File: src/rtl/des_pkg.sv
// DES S-box tables, P permutation and lookup helpers shared by the S-box engine and its lanes.
package des_pkg;

   typedef enum logic [1:0] {IDLE, BUSY, DONE} state_t;

   // SBOX[box][row][col]: box 0 is S1; each row literal lists columns 0..15 left to right.
   localparam logic [0:7][0:3][0:15][3:0] SBOX = {
      64'hE4D12FB83A6C5907, 64'h0F74E2D1A6CB9538, 64'h41E8D62BFC973A50, 64'hFC8249175B3EA06D,
      64'hF18E6B34972DC05A, 64'h3D47F28EC01A69B5, 64'h0E7BA4D158C6932F, 64'hD8A13F42B67C05E9,
      64'hA09E63F51DC7B428, 64'hD709346A285ECBF1, 64'hD6498F30B12C5AE7, 64'h1AD069874FE3B52C,
      64'h7DE3069A1285BC4F, 64'hD8B56F03472C1AE9, 64'hA690CB7DF13E5284, 64'h3F06A1D8945BC72E,
      64'h2C417AB6853FD0E9, 64'hEB2C47D150FA3986, 64'h421BAD78F9C5630E, 64'hB8C71E2D6F09A453,
      64'hC1AF92680D34E75B, 64'hAF427C9561DE0B38, 64'h9EF528C3704A1DB6, 64'h432C95FABE17608D,
      64'h4B2EF08D3C975A61, 64'hD0B7491AE35C2F86, 64'h14BDC37EAF680592, 64'h6BD814A7950FE23C,
      64'hD2846FB1A93E50C7, 64'h1FD8A374C56B0E92, 64'h7B419CE206ADF358, 64'h21E74A8DFC90356B
   };

   // P_IDX[i] is the 1-based (MSB = 1) source bit for output bit i+1.
   localparam logic [0:31][5:0] P_IDX = {
      6'd16, 6'd7,  6'd20, 6'd21, 6'd29, 6'd12, 6'd28, 6'd17,
      6'd1,  6'd15, 6'd23, 6'd26, 6'd5,  6'd18, 6'd31, 6'd10,
      6'd2,  6'd8,  6'd24, 6'd14, 6'd32, 6'd27, 6'd3,  6'd9,
      6'd19, 6'd13, 6'd30, 6'd6,  6'd22, 6'd11, 6'd4,  6'd25
   };

   function automatic logic [3:0] des_sbox(input logic [2:0] box_idx, input logic [5:0] chunk6);
      return SBOX[box_idx][{chunk6[5], chunk6[0]}][chunk6[4:1]];
   endfunction

   function automatic logic [31:0] des_perm(input logic [31:0] x);
      logic [31:0] y;
      y = '0;
      for (int i = 0; i < 32; i++) y[31-i] = x[32-int'(P_IDX[i])];
      return y;
   endfunction

endpackage

File: src/rtl/des_sbox_lane.sv
// One combinational DES S-box: box index and 6-bit chunk in, 4-bit nibble out.
module des_sbox_lane
   import des_pkg::*;
(
   input  logic [2:0] box,
   input  logic [5:0] chunk,
   output logic [3:0] nibble
);

   assign nibble = des_sbox(box, chunk);

endmodule

File: src/rtl/des_sbox_engine.sv
// Time-multiplexed DES S1..S8 substitution: NUM_LANES boxes per cycle over 8/NUM_LANES cycles.
// Define DES_SBOX_PERM_EN to present P(S(x)) at the output instead of the raw S-box word.
module des_sbox_engine
   import des_pkg::*;
#(
   parameter int NUM_LANES = 2
) (
   input  logic        clk,
   input  logic        rst,
   input  logic        in_valid,
   output logic        in_ready,
   input  logic [47:0] in_data,
   output logic        out_valid,
   input  logic        out_ready,
   output logic [31:0] out_data
);

   localparam int ITER = 8 / NUM_LANES;
   localparam int CW   = (ITER > 1) ? $clog2(ITER) : 1;

   if (!(NUM_LANES == 1 || NUM_LANES == 2 || NUM_LANES == 4 || NUM_LANES == 8)) begin : g_bad_lanes
      $error("des_sbox_engine: NUM_LANES must be 1, 2, 4 or 8");
   end

   // Handshakes: a word moves on any rising edge where valid and ready are both high;
   // out_valid/out_data stay stable until that edge, and in_ready is low outside IDLE.
   state_t          state;
   logic [CW-1:0]   cnt;
   logic [47:0]     cap;
   logic [31:0]     acc;
   logic [31:0]     acc_n;
   logic [2:0]      box   [NUM_LANES];
   logic [5:0]      chunk [NUM_LANES];
   logic [3:0]      nib   [NUM_LANES];

   always_comb begin
      for (int l = 0; l < NUM_LANES; l++) begin
         box[l]   = 3'(int'(cnt) * NUM_LANES + l);
         chunk[l] = cap[6*(7-int'(box[l])) +: 6];
      end
   end

   for (genvar l = 0; l < NUM_LANES; l++) begin : g_lane
      des_sbox_lane u_lane (
         .box    (box[l]),
         .chunk  (chunk[l]),
         .nibble (nib[l])
      );
   end

   always_comb begin
      acc_n = acc;
      for (int l = 0; l < NUM_LANES; l++) acc_n[4*(7-int'(box[l])) +: 4] = nib[l];
   end

   always_ff @(posedge clk) begin
      if (rst) begin
         state     <= IDLE;
         in_ready  <= 1'b0;
         out_valid <= 1'b0;
         cnt       <= '0;
         cap       <= '0;
         acc       <= '0;
      end else begin
         case (state)
            IDLE: begin
               in_ready <= 1'b1;
               if (in_valid && in_ready) begin
                  cap      <= in_data;
                  acc      <= '0;
                  cnt      <= '0;
                  in_ready <= 1'b0;
                  state    <= BUSY;
               end
            end
            BUSY: begin
               acc <= acc_n;
               if (cnt == CW'(ITER - 1)) begin
                  cnt       <= '0;
                  out_valid <= 1'b1;
                  state     <= DONE;
               end else begin
                  cnt <= cnt + 1'b1;
               end
            end
            DONE: begin
               if (out_valid && out_ready) begin
                  out_valid <= 1'b0;
                  in_ready  <= 1'b1;
                  state     <= IDLE;
               end
            end
            default: state <= IDLE;
         endcase
      end
   end

`ifdef DES_SBOX_PERM_EN
   assign out_data = des_perm(acc);
`else
   assign out_data = acc;
`endif

endmodule

File: config.mk
export PLATFORM = sky130hd
export DESIGN_NAME = des_sbox_engine
export DESIGN_NICKNAME = d
export VERILOG_FILES = /design/src/rtl/des_pkg.sv /design/src/rtl/des_sbox_lane.sv /design/src/rtl/des_sbox_engine.sv
export SDC_FILE = /design/constraint.sdc
export NUM_CORES = 1
export LEC_CHECK = 0
export ABC_AREA = 1
export CAP_MARGIN = 5
export CORE_MARGIN = 2
export CORE_UTILIZATION = 41
export DETAILED_ROUTE_END_ITERATION = 7
export DONT_BUFFER_PORTS = 1
export PLACE_DENSITY = 0.53
export SLEW_MARGIN = 20
export SYNTH_ARGS = -nofsm -noshare
export SYNTH_HDL_FRONTEND = slang
export SYNTH_SLANG_ARGS = --single-unit
File: constraint.sdc
create_clock -name clk -period 4 [get_ports clk]
set_input_delay 1.2 -clock clk [delete_from_list [all_inputs] [get_ports clk]]
set_output_delay 1.2 -clock clk [all_outputs]
set_load 0.02 [all_outputs]
==> flow_summary_export.csv <==
group,metric,value,unit
run_status,outcome,"completed",
floorplan,io_pins,86,
routing,initialDrtViolationCount,893,
routing,drc_errors,0,
cells_and_area,final_net_count,1284,
timing,period_needed,3.67,ns
synth,synth_cell_types,44,
cells_and_area,syn_to_final_growth,3.58,%
synth,synth-edff-count,0,
power,p_clk_share,21.9,%
cells_and_area,multi_input_area,0.00513,sq mm
synth,synth_top_area_share,22.6,%
timing,hold_violations,0,
clock_tree,h-tree-depth,3,
global_route,grt_max_degree,78,
clock_tree,root_buffer,"clkbuf_16",
timing,fmax,272,MHz
global_route,antenna_found_initial,0,
clock_tree,clkTransAtPathRegs,0.07,ns
timing,slew_headroom,38.4,%
critical_path,required,4.24,ns
routing,post_drt_wl_per_cell,20.6,um
floorplan,start_util,42.2,%
synth,synth_area_leader_cell,"dfxtp_1",
timing,timing.hold.ws,0.460,ns
placed_design,placed_area,0.00758,sq mm
critical_path,critPathLaunchType,"flop",
routing,viasPerCell,6.06,
synth,synth_top_flop_cell,"dfxtp_1",
job,maxCapViolCount,0,
synth,ys_async_sr_fraction,0,%
routing,drtPass1Iterations,5,
timing,fin_worst_skew,0.0100,ns
global_route,grt_pass1_wl,45900,um
global_route,grt_pass1_vias,7970,
synth,yosysSeqAreaShare,22.6,%
power,p_int,1.93,mW
placed_design,dp_hpwl,21500,um
floorplan,rows,49,
synth,syn-num-nets,1326,
clock_tree,cts_tree,"yes",
power,p_comb_share,52.8,%
cells_and_area,fillers,2000,
power,leakage,3.34,nW
timing,fin_crit_sh,91.8,%
hold_path,hold_path.class,"flop to flop",
power,p_sw_share,48.9,%
synth,ys_ff_latch,86,
power,switchingPower,1.85,mW
routing,vias,8732,
timing,rsz0062_at_grt,"no",
timing,setup_viol,0,
clock_tree,cts_buffers,9,
clock_tree,cts-hold-fix-buffers,0,
global_route,grtUsageTotal,29.6,%
synth,yosys_warnings,0,
power,seq_power_share,25.4,%
critical_path,path_class,"flop to flop",
timing,worstMarginPinSlew,0.924,ns
synth,netlist_instances,1250,
critical_path,arrival,3.91,ns
critical_path,worstSetupEndpointType,"flop",
synth,synth_commonest_cells,"nand3_1 (324), nand2_1 (312), dfxtp_1 (86), nor2_1 (83), a21oi_1 (79)",
placed_design,gp_congestion,0.967,
clock_tree,cts_buffer_depth,2,
cells_and_area,n_antenna_cell,0,
clock_tree,worstSkewPairLatency,0.35,ns
cells_and_area,final_area,0.00790,sq mm
power,ir_worst_vdd,0.195,mV
cells_and_area,drive_gt1_share,9.56,%
synth,yosysMostFrequentCell,"nand3_1",
synth,avgSynthCellArea,6.10,sq um
placed_design,io_buffer_count,0,
cells_and_area,ff_latch_area,0.00172,sq mm
timing,slew_viol_final,0,
global_route,grt-ovfl-total,0,
routing,antenna_left,0,
timing,finalSetupTns,0,ns
clock_tree,clkSinkCount,86,
routing,wl,29600,um
synth,synth.area.top_cells,"dfxtp_1 (23%), nand3_1 (21%), nand2_1 (15%)",
floorplan,die_w,140,um
floorplan,die_h,140,um
critical_path,cp_max_fo,34,
floorplan,core,0.0181,sq mm
power,powerDensity,478,mW/mm^2
synth,synth_area,0.00763,sq mm
floorplan,die_area,0.0197,sq mm
==> power groups by stage <==
stage | Clock, mW | Combinational, mW | Sequential, mW
6_report | 0.826 | 1.99 | 0.958
5_1_grt | 0.876 | 2.18 | 0.965
4_1_cts | 0.837 | 1.93 | 0.958
3_3_place_gp | 0 | 1.95 | 0.978
3_5_place_dp | 0 | 1.93 | 0.978
2_1_floorplan | 0 | 1.50 | 0.963
==> worst max-delay path: stages, from the launching register on <==
cell,delay [ns]
dfxtp_2,0.32
inv_2,0.17
ha_1,0.55
clkinvlp_4,0.33
buf_4,0.21
a21oi_1,0.10
o21ai_0,0.13
o21ai_2,0.15
a21o_2,0.61
nor2_1,0.17
nand2_1,0.10
nand3_1,0.08
nand3_1,0.09
nand3_1,0.25
nand4_1,0.20
a21oi_1,0.07
==> registers in the layout, indices dropped and copies added, names as in the netlist <==
name / flops
cap: 48
out_data: 32
cnt: 2
state: 2
in_ready: 1
out_valid: 1
==> logic make-up (layout without fill, tap and decap cells) <==
group / after synthesis / count (layout) / share of synthesized area [%]
AO/OA/AOI/OAI: 195 / 195 / 14.5
adder cells (fa/ha/maj): 24 / 24 / 3.94
buffers and inverters: 150 / 113 / 10.3
flip-flops: 86 / 86 / 22.6
AND/OR/NAND/NOR: 795 / 795 / 48.7
==> final timing paths <==
path	slack, ns	to	depth (start not counted)	startpoint
min reg2reg	0.46	cap[1]	2	cap[1]
min	0.46	cap[1]	2	cap[1]
max	0.33	out_data[14]	15	cnt[0]
max reg2reg	0.33	out_data[14]	15	cnt[0]
==> placed cells by master (no fill, tap or decap), drive strengths merged, types with 6 or more instances in the layout <==
master  Yosys  final
nand3     348    348
nand2     332    332
dfxtp      86     86
o21ai      86     86
nor2       85     85
a21oi      80     80
inv        64     66
buf        59     28
ha         24     24
nand4      22     22
o211ai     16     16
clkbuf     22     10
clkinv      5      6
==> area by class of cell <==
class / count / share of cell area [%]
Clock buffer: 10 / 3.02
Inverter: 69 / 3.36
Timing Repair Buffer: 28 / 2.66
Multi-Input combinational cell: 1014 / 64.9
Clock inverter: 6 / 0.633
Tap cell: 229 / 3.63
Sequential cell: 86 / 21.8
==> metrics by stage <==
step | power [mW] | cells | util [%] | worst slack, ns
4_1_cts | 3.73 | 1438 | 43.5 | 0.391
6_report | 3.78 | 1442 | 43.7 | 0.328
5_1_grt | 4.02 | 1442 | 43.7 | 0.0679
2_1_floorplan | 2.46 | 1250 | - | 0.579
3_3_place_gp | 2.93 | 1422 | 41.9 | 0.395
3_5_place_dp | 2.90 | 1422 | 41.9 | 0.403
==> layer usage <==
metal	wire length (um)	track usage [%]	up-vias
li1	-	-	4174
met1	13100	41.5	3965
met2	12700	43.7	510
met3	2690	5.81	83
met4	1230	14.1	0
met5	0	0	-
==> repair_timing <==
action / in CTS / in global routing
endpoints found under the setup margin: 0 / 1
setup buffers: 0 / 4
gates resized for setup: 0 / 1
No activity file was read; power rests on OpenSTA's default activity.
